$ cat config.mk
export PLATFORM = sky130hd
export DESIGN_NAME = leitor_sequencia
export DESIGN_NICKNAME = d
export VERILOG_FILES = /design/src/rtl/leitor_sequencia.sv
export SDC_FILE = /design/constraint.sdc
export NUM_CORES = 1
export LEC_CHECK = 0
export ABC_AREA = 0
export CAP_MARGIN = 40
export CORE_ASPECT_RATIO = 1.25
export CORE_UTILIZATION = 45
export DETAILED_ROUTE_END_ITERATION = 10
export PLACE_DENSITY = 0.73
export SLEW_MARGIN = 0
export SYNTH_ARGS = -nofsm -noshare
export SYNTH_HDL_FRONTEND = slang
export SYNTH_SLANG_ARGS = --single-unit
$ cat constraint.sdc
create_clock -name clock -period 3 [get_ports clock]
set_input_delay 0.45 -clock clock [delete_from_list [all_inputs] [get_ports clock]]
set_output_delay 0.45 -clock clock [all_outputs]
set_load 0.02 [all_outputs]
$ cat src/rtl/leitor_sequencia.sv
// leitor_sequencia: read side of the LED-sequence memory. Fetches one 64-bit word per
// address and plays it as num_codigos LED codes (LSB code first), each held for
// ciclos_passo cycles. Never writes the memory.
module leitor_sequencia #(
  parameter int bits_palavra  = 64,
  parameter int end_registros = 10,
  parameter int bits_led      = 2,
  parameter int num_codigos   = 32,
  parameter int ciclos_passo  = 4
) (
  input  logic                     clock,
  input  logic                     reset,
  input  logic                     inicio,
  input  logic                     cancelar,
  input  logic [end_registros-1:0] end_inicial,
  input  logic [end_registros:0]   num_palavras,
  output logic [end_registros-1:0] mem_endereco,
  output logic                     mem_hab_escrita,
  input  logic [bits_palavra-1:0]  mem_dado,
  output logic [bits_led-1:0]      led_codigo,
  output logic                     led_valido,
  output logic [4:0]               indice_led,
  output logic                     ocupado,
  output logic                     concluido
);

  localparam int PW = (ciclos_passo > 1) ? $clog2(ciclos_passo) : 1;
  localparam logic [PW-1:0] ULT_PASSO  = PW'(ciclos_passo - 1);
  localparam logic [4:0]    ULT_INDICE = 5'(num_codigos - 1);

  localparam logic [2:0] OCIOSO  = 3'd0;
  localparam logic [2:0] LE      = 3'd1;
  localparam logic [2:0] CAPTURA = 3'd2;
  localparam logic [2:0] EXIBE   = 3'd3;
  localparam logic [2:0] FIM     = 3'd4;

  logic [2:0]               estado;
  logic [bits_palavra-1:0]  deslocador;
  logic [PW-1:0]            passo;
  logic [end_registros:0]   restantes;

  // Sequencer: fetch, capture and play each word; cancelar pre-empts every advance
  always_ff @(posedge clock) begin
    if (reset) begin
      estado       <= OCIOSO;
      mem_endereco <= '0;
      deslocador   <= '0;
      indice_led   <= '0;
      passo        <= '0;
      restantes    <= '0;
    end else if (cancelar && estado != OCIOSO) begin
      estado <= OCIOSO;
    end else begin
      case (estado)
        OCIOSO: begin
          if (inicio) begin
            if (num_palavras != '0) begin
              mem_endereco <= end_inicial;
              restantes    <= num_palavras;
              estado       <= LE;
            end else begin
              estado <= FIM;
            end
          end
        end
        LE: estado <= CAPTURA;
        CAPTURA: begin
          deslocador <= mem_dado;
          indice_led <= '0;
          passo      <= '0;
          estado     <= EXIBE;
        end
        EXIBE: begin
          if (passo == ULT_PASSO) begin
            if (indice_led != ULT_INDICE) begin
              deslocador <= deslocador >> bits_led;
              indice_led <= indice_led + 5'd1;
              passo      <= '0;
            end else if (restantes > (end_registros+1)'(1)) begin
              restantes    <= restantes - 1'b1;
              mem_endereco <= mem_endereco + 1'b1;
              estado       <= LE;
            end else begin
              estado <= FIM;
            end
          end else begin
            passo <= passo + 1'b1;
          end
        end
        FIM: estado <= OCIOSO;
        default: estado <= OCIOSO;
      endcase
    end
  end

  // Outputs decoded from state; the code tracks the shifter so it holds outside EXIBE
  always_comb begin
    mem_hab_escrita = 1'b0;
    led_codigo      = deslocador[bits_led-1:0];
    led_valido      = (estado == EXIBE);
    ocupado         = (estado != OCIOSO);
    concluido       = (estado == FIM);
  end

endmodule

# Yosys cells after proc, flatten, opt, wreduce, memory -nomap -nowiden
# Index checks and enable logic that the tools add are counted.
[classes]
bitwise = 1
eq_ne = 13
reduce_logical = 11
muxes = 27
n_addsub = 4
n_lt_le_gt_ge = 1
[op_table]
columns = ["operator", "n"]
rows = [
  ["64-bit 2-to-1 mux", 2],
  ["64-bit one-hot mux with 2 select lines", 1],
  ["11-bit 2-to-1 mux", 5],
  ["10-bit 2-to-1 mux", 5],
  ["11-bit one-hot mux with 2 select lines", 1],
  ["10-bit one-hot mux with 2 select lines", 1],
  ["3-bit 2-to-1 mux", 5],
  ["3-bit one-hot mux with 4 select lines", 1],
  ["11-bit by 1-bit > comparator with 1-bit output, second input constant", 1],
  ["11-bit nonzero test", 1],
  ["11-bit by 1-bit subtractor with 11-bit output, second input constant", 1],
  ["10-bit by 1-bit adder with 10-bit output, second input constant", 1],
  ["5-bit 2-to-1 mux", 2],
  ["5-bit one-hot mux with 2 select lines", 1],
  ["7-bit AND reduction", 1],
  ["3-bit by 2-bit == test with 1-bit output, second input constant", 2],
  ["2-bit by 1-bit != test with 1-bit output, second input constant", 3],
  ["2-bit != test, second input constant", 3],
  ["3-bit AND reduction", 2],
  ["5-bit by 1-bit adder with 5-bit output, second input constant", 1],
  ["5-bit != test, second input constant", 1],
  ["2-bit 2-to-1 mux", 2],
  ["2-bit one-hot mux with 2 select lines", 1],
  ["4-bit AND reduction", 1],
  ["other kinds (11)", 12],
]
[word_totals]
output_inout_bits = 21
in_bits = 89
regBits = 95
word_cells = 63

# Logic depth before layout (Yosys ltp)
# Gate-level depths: netlist of run 1.
[depth]
word_depth = 5
depth_mapped = 9
mapped_depth_nobuf = 8

# Worst setup path before layout of run 1
# No wires, ideal clock.
[synth_path]
path_type = "register -> register"
start = "reg indice_led[0]"
end = "reg mem_endereco[8]"
stages_incl_launch_ff = 10
n_path_buf = 1
t_arrival_ns = 2.163
period_less_slack_ns = 2.295
setup_slack_ns = 0.705
setup_time_ns = 0.132
required_time_ns = 2.868
cell_sequence = "dfxtp_1 > ha_1 > and3_1 > ha_1 > nand2_1 > o32a_1 > a311o_1 > buf_2 > o21ai_0 > a21oi_1"
[synth_between]
elab_chain_len = 3
[synth_rtl]
columns = ["element", "line_no", "source"]
rows = [
  ["start: declaration", "22", "output logic [4:0] indice_led,"],
  ["start signal: assignment", "77", "indice_led <= indice_led + 5'd1;"],
  ["5-bit != test", "75", "if (indice_led != ULT_INDICE) begin"],
  ["2-bit != test (no source line)", "--", ""],
  ["7-bit AND reduction (no source line)", "--", ""],
  ["end signal: assignment", "58", "mem_endereco <= end_inicial;"],
  ["end signal: assignment", "81", "mem_endereco <= mem_endereco + 1'b1;"],
  ["end: declaration", "17", "output logic [end_registros-1:0] mem_endereco,"],
]
# Every way passes these cells.
# A chain may end at the register's enable or synchronous reset.

# Worst setup path in the final report of run 1
[layout_path]
start = "reg estado[1]"
end = "out led_valido"
[layout_between]
elab_chain_len = 1
[layout_rtl]
columns = ["element", "line_no", "source"]
rows = [
  ["start: declaration", "37", "logic [2:0] estado;"],
  ["start signal: assignment", "45", "estado <= OCIOSO;"],
  ["start signal: assignment", "52", "estado <= OCIOSO;"],
  ["start signal: assignment", "60", "estado <= LE;"],
  ["3-bit by 2-bit == test with 1-bit output", "100", "led_valido = (estado == EXIBE);"],
  ["end: declaration", "21", "output logic led_valido,"],
]
# Every way passes these cells.

==> metrics.txt, run 1 <==
multi-input logic area 2446 um^2; Hold Crit Class flip-flop to flip-flop; EDFF count, synth 0; Post-CTS Setup Bufs 0; Setup TNS 0 ps; DR iter-0 viols 240; Placed Instances 799; Fill cells 895; most common cell after layout, fill and taps aside nand2_1; drt wl/cell 13.36 um; layout cells sized above 1 5.225%; initial core utilization 47.04%; clk slew on worst S/H paths 70 ps; CTS tree built; peak supply drop 0.3096 mV; Arrival @ worst endpoint 2090 ps; Synth Register Bits 95; synthesized area 4591 um^2; CP startpoint estado[1]$_SDFFE_PP0P_; outcome complete, no violations; Peak Freq 393.0 MHz; Routed WL 10890 um; nets 779; Mapped Cells 606; Clock Latency Late Sink 340 ps; detailed-route via count 4490; Syn Nets 701; vias in the first global route 4076; Synth Area per Inst 7.575 um^2; total CTS buffers 9; post-synthesis sequential area ratio 41.43%; CP Class flip-flop to output pin; Worst Min Path Start passo[1]$_SDFFE_PP0P_; sequential cell area 1902 um^2; pin count of the biggest net entering global routing 58; clk buf depth 2; GP Congestion 0.8156; Core Region 9759 um^2; Die Area 10610 um^2; die height 114.9 um; Crit Path Max Fanout 13; clock skew 6.002 ps; DPL Wire Length 7515 um; Die X-Extent 92.34 um; r2r startpoint estado[1]$_SDFFE_PP0P_; antenna cells 0; CP Data Required Time 2550 ps; detailed-route DRC error count 0; first-pass GRT wire length 18490 um; max_slew headroom 41.58%; Area Overhead vs Synth 30.42%; Slew Viols, Final 0; max cap viols 0; H-tree depth 3; count of input and output buffers 108; unrepaired setup endpoints after global routing no; num ports 110; PwrDens 504.5 nW/um^2; initial antenna violation count 0; DRT Pass-1 Iters 4; clock tree sinks 95; most frequent cells in the layout 160 x nand2_1, 107 x clkdlybuf4s50_1, 95 x dfxtp_1, 84 x nor2_1, 65 x a311oi_1; post-CTS sizing 0; Tot GR Track Use 21.42%; fin crit period 2545 ps; Worst Setup End Kind output pin; Placement Rows 40; Async S/R FF share, synth 0%; final setup fails 0; Lkg Pwr 0.002135 uW; CTS Root Cell clkbuf_16; utilization after layout 61.35%; Final ANT Viol Nets 0; CTS Hold Bufs 0; Distinct cells, synth 49; GR Overflow Total 0; nature of the critical path startpoint flip-flop; Ys Warns 0; Main synth FF type dfxtp_1; fin crit share 84.82%; Least-Margin Pin Slew 876.3 ps; DR vias/cell 5.509; Fin Hold WS 458.5 ps; non-filler instance count after layout 815; Final Hold Fails 0
## logic make-up after synthesis
group,Yosys count,share of synthesized area [%]
other,1,0.08169
and+or+nand+nor,296,27.31
xor gates and xnor gates,3,0.5725
adders and majority gates,6,1.635
DFF,95,41.43
AOI/OAI and AO/OA,145,23.22
buffers and inverters,59,5.533
muxes,1,0.2181
## registers in the layout (all words and copies together), names as in the netlist
name / cells
deslocador: 64
mem_endereco: 10
passo: 2
restantes: 11
estado: 3
indice_led: 5
## area by class of cell
class                           instances  share of cell area (%)
Sequential cell                        95                   31.77
Tap cell                              126                   2.633
Clock buffer                           11                   4.054
Inverter                                5                  0.3135
Clock inverter                          5                  0.5643
Multi-Input combinational cell        452                   40.86
Timing Repair Buffer                  121                   19.81
## final timing paths
kind                                     to  slack [ps]  cells after the start
setup / recovery                 led_valido         460                      3
hold / removal        passo[1]$_SDFFE_PP0P_         460                      2
setup reg to reg  restantes[1]$_SDFFE_PP0P_         490                      7
hold reg to reg       passo[1]$_SDFFE_PP0P_         460                      2
## per-stage QoR
stage | total power [uW] | setup slack [ps] | area, um^2
3_5_place_dp | 1986 | 371.2 | 5710
4_1_cts | 3053 | 434.0 | 5987
2_1_floorplan | 1759 | 705.1 | 4591
6_report | 3021 | 455.4 | 5987
5_1_grt | 3185 | 179.5 | 5987
3_3_place_gp | 1973 | 462.5 | 5710
## cells in the mapped netlist (5+ instances only)
cell type    n  area, um^2
a21oi_1     33       165.2
a311oi_1    65       569.3
buf_1        5       18.77
buf_2       11       55.05
buf_4        5       37.54
clkbuf_1    33       123.9
dfxtp_1     95        1902
ha_1         6       75.07
nand2_1    160       600.6
nand2b_1     7       43.79
nand3_1     10       50.05
nand4_1      5       31.28
nor2_1      84       315.3
nor3_1       7       35.03
o21ai_0     16       80.08
o21ai_1      5       25.02
## critical path, cell delays in order (launching register included)
cell             delay [ps]
dfxtp_1                 520
nand3b_1                390
inv_2                   180
clkdlybuf4s50_1         660
## per-layer routing
| layer | part of all wire, % | vias to the layer above | track usage (%) |
|---|---|---|---|
| met1 | 46 | 2051 | 27.56 |
| met5 | 0 | - | 0 |
| met2 | 47 | 121 | 35.16 |
| li1 | - | 2301 | - |
| met4 | 1.6 | 0 | 7.813 |
| met3 | 5.5 | 17 | 4.828 |
## where the power goes
| group | switching [uW] | internal [uW] | leakage [uW] |
|---|---|---|---|
| Combinational | 282 | 271 | 0.00123 |
| Clock | 478 | 583 | 0.000132 |
| Sequential | 63.3 | 1340 | 0.000773 |
Power figures use the tool's default switching activity.
==> inputs of run 2 (changes only) <==
--- a/config.mk
+++ b/config.mk
@@ -10,7 +10,7 @@
 export CORE_ASPECT_RATIO = 1.25
 export CORE_UTILIZATION = 45
 export DETAILED_ROUTE_END_ITERATION = 10
-export PLACE_DENSITY = 0.73
+export PLACE_DENSITY = 0.76
 export SLEW_MARGIN = 0
 export SYNTH_ARGS = -nofsm -noshare
 export SYNTH_HDL_FRONTEND = slang
==> constraint.sdc (replaced) <==
create_clock -name clock -period 2.15 [get_ports clock]
set_input_delay 0.3225 -clock clock [delete_from_list [all_inputs] [get_ports clock]]
set_output_delay 0.3225 -clock clock [all_outputs]
set_load 0.02 [all_outputs]
==> run 2 against run 1 <==
Register-to-register slack worse by 550 ps. Critical path type is now flip-flop to flip-flop. Critical endpoint is now restantes[2]$_SDFFE_PP0P_. First-iteration DRC count increased by 2.1%. Clock power grew 56%. Final area increased by 12%. Routed wire length increased by 18%. Flip-flop and latch count stayed put. Clock-buffer cell count rose by 1. Hold slack better by 3.3 ps. Global-route usage increased by 2.1 points. Power increased by 52%. Clock skew hardly changed. The run now ends with negative setup slack left. Core utilization rose by 7.4 points.
==> metrics.txt, run 2 (synthesis results as in run 1) <==
outcome finished, violations left; failing checks negative setup slack; Arrival @ worst endpoint 2480 ps (+390 ps); clk buf depth 2 (unchanged); detailed-route via count 4819 (+7.3%); Setup TNS -237.2 ps (-237.2 ps); clock tree sinks 95 (unchanged); Tot GR Track Use 23.55% (+2.1 points); Fill cells 783 (-13%); Core Region 9759 um^2 (unchanged); count of input and output buffers 108 (unchanged); CTS tree built; Reg2Reg Depth 11 (+4); pin count of the biggest net entering global routing 95 (+64%); Peak Freq 452.0 MHz; Final ANT Viol Nets 0 (unchanged); DPL Wire Length 7739 um (+3.0%); most frequent cells in the layout 155 x nand2_1, 106 x clkdlybuf4s50_1, 93 x dfxtp_1, 83 x nor2_1, 64 x a311oi_1; fin crit share 102.9%; CP startpoint indice_led[1]$_SDFFE_PP0P_; Lkg Pwr 0.002506 uW (+17%); Final Cell Area 6708 um^2 (+12%); reg2reg end restantes[2]$_SDFFE_PP0P_; fin crit period 2212 ps; Die Area 10610 um^2 (unchanged); CP Data Required Time 2420 ps (-130 ps); WP buf/inv 3 (+1); vias in the first global route 4438 (+8.9%); hold path depth 2 (unchanged); most common cell after layout, fill and taps aside nand2_1; CP Cell Sequence ha_4, and3_4, ha_4, nand2_4, o32a_1, buf_6, a311oi_4, buf_6, buf_4, nand2b_1, a21oi_2; die height 114.9 um (unchanged); Final WS setup -62.38 ps (-517.7 ps); Slew Viols, Final 0 (unchanged); GP Congestion 0.8013 (-1.8%); Worst Min Path Start passo[1]$_SDFFE_PP0P_; clk slew on worst S/H paths 60 ps (about the same); Area Overhead vs Synth 46.12%; Top reg by flops deslocador; CTS Root Cell clkbuf_16; Worst Setup End Kind flip-flop; detailed-route DRC error count 0 (unchanged); antenna cells 0 (unchanged); initial antenna violation count 0 (unchanged); Worst path slowest cell dfxtp_4; DR iter-0 viols 245 (+2.1%); CP Class flip-flop to flip-flop; flop-to-flop setup slack -60 ps (-550 ps); max cap viols 0 (unchanged); DRT Pass-1 Iters 4 (unchanged); Clock Latency Late Sink 340 ps (about the same); non-filler instance count after layout 861 (+5.6%); num ports 110 (unchanged); Largest register FFs 64 (unchanged); drt wl/cell 14.98 um (+12%); utilization after layout 68.73% (+7.4 points); total CTS buffers 9 (unchanged); GR Overflow Total 0 (unchanged); Placed Instances 826 (+3.4%); Hold Crit Class flip-flop to flip-flop; clock skew 5.765 ps (-0.2374 ps); nets 825 (+5.9%); Crit Path Max Fanout 8 (-5); peak supply drop 0.4031 mV (+30%); Routed WL 12900 um (+18%); Final Hold Fails 0 (unchanged); hold endpoint passo[1]$_SDFFE_PP0P_; H-tree depth 3 (unchanged); DR vias/cell 5.597 (+1.6%); PwrDens 683.9 nW/um^2 (+36%); final setup fails 9 (+9); unrepaired setup endpoints after global routing yes; CTS Hold Bufs 0 (unchanged); CP peak stage delay 360 ps (-300 ps); Die X-Extent 92.34 um (unchanged); r2r startpoint indice_led[1]$_SDFFE_PP0P_; layout cells sized above 1 14.83% (+9.6 points); Top Registers deslocador x64, restantes x11, mem_endereco x10; Placement Rows 40 (unchanged); nature of the critical path startpoint flip-flop; initial core utilization 47.04% (unchanged); family with the most delay on the worst path compound AO/OA/AOI/OAI gates; first-pass GRT wire length 20260 um (+9.6%); dpl cell area 5983 um^2 (+4.8%)
[run 2: layout make-up]
| cell class | instances | area (um^2) | share of cell area (%) |
|---|---|---|---|
| Timing Repair Buffer | 167 | 1717 | 25.59 |
| Multi-Input combinational cell | 452 | 2595 | 38.69 |
| Clock buffer | 12 | 256.5 | 3.824 |
| Tap cell | 126 | 157.7 | 2.350 |
| Sequential cell | 95 | 1909 | 28.46 |
| Inverter | 5 | 18.77 | 0.2798 |
| Clock inverter | 4 | 53.80 | 0.8021 |
[run 2: repair_timing]
item | 4_1_cts | 5_1_grt
gates cloned | 3 | 3
endpoints found under the setup margin | 53 | 58
pin swaps | 8 | 26
hold endpoints to repair | 0 | 0
buffers inserted | 5 | 8
resized for setup | 20 | 37
[run 2: how the worst max path moves through the flow]
stage          cells past startpoint  slack [ps]                      endpoint
2_1_floorplan                      8          10     restantes[0]$_SDFFE_PP0P_
3_3_place_gp                       8        -320     restantes[0]$_SDFFE_PP0P_
3_5_place_dp                       8        -370     restantes[0]$_SDFFE_PP0P_
4_1_cts                            8         -10  mem_endereco[4]$_SDFFE_PP0P_
5_1_grt                           11        -190     restantes[2]$_SDFFE_PP0P_
6_report                          11         -60     restantes[2]$_SDFFE_PP0P_
[run 2: per-stage QoR]
step / total power [uW] / hold WS [ps] / worst slack, ps
after detailed placement: 2838 / 457.9 / -375.0
after CTS: 4520 / 465.8 / -14.75
after global placement: 2816 / 444.4 / -323.6
after global routing: 4784 / 484.0 / -191.6
final: 4587 / 461.8 / -62.38
after floorplan: 2453 / 435.6 / 10.74
[run 2: layer usage]
metal / vias to the layer above / share of wire (%) / GRT usage (%)
li1: 2397 / - / -
met1: 2255 / 43 / 29.65
met2: 156 / 50 / 39.95
met3: 11 / 5.7 / 4.828
met4: 0 / 1.2 / 8.229
met5: - / 0 / 0
[run 2: worst register-to-register path: cells and delay by family (launching register included)]
| kind | cells | cell delay, ps |
|---|---|---|
| and+or+nand+nor | 3 | 300 |
| AOI/OAI and AO/OA | 3 | 770 |
| DFF | 1 | 360 |
| buffers and inverters | 3 | 460 |
| adders and majority gates | 2 | 270 |
[run 2: where the power goes]
group          leakage [uW]  total [uW]  switching, uW  internal, uW
clock              0.000145        1650            678           968
combinational       0.00159         977            467           510
sequential         0.000775        1970           92.1          1870
total               0.00251        4590           1240          3350
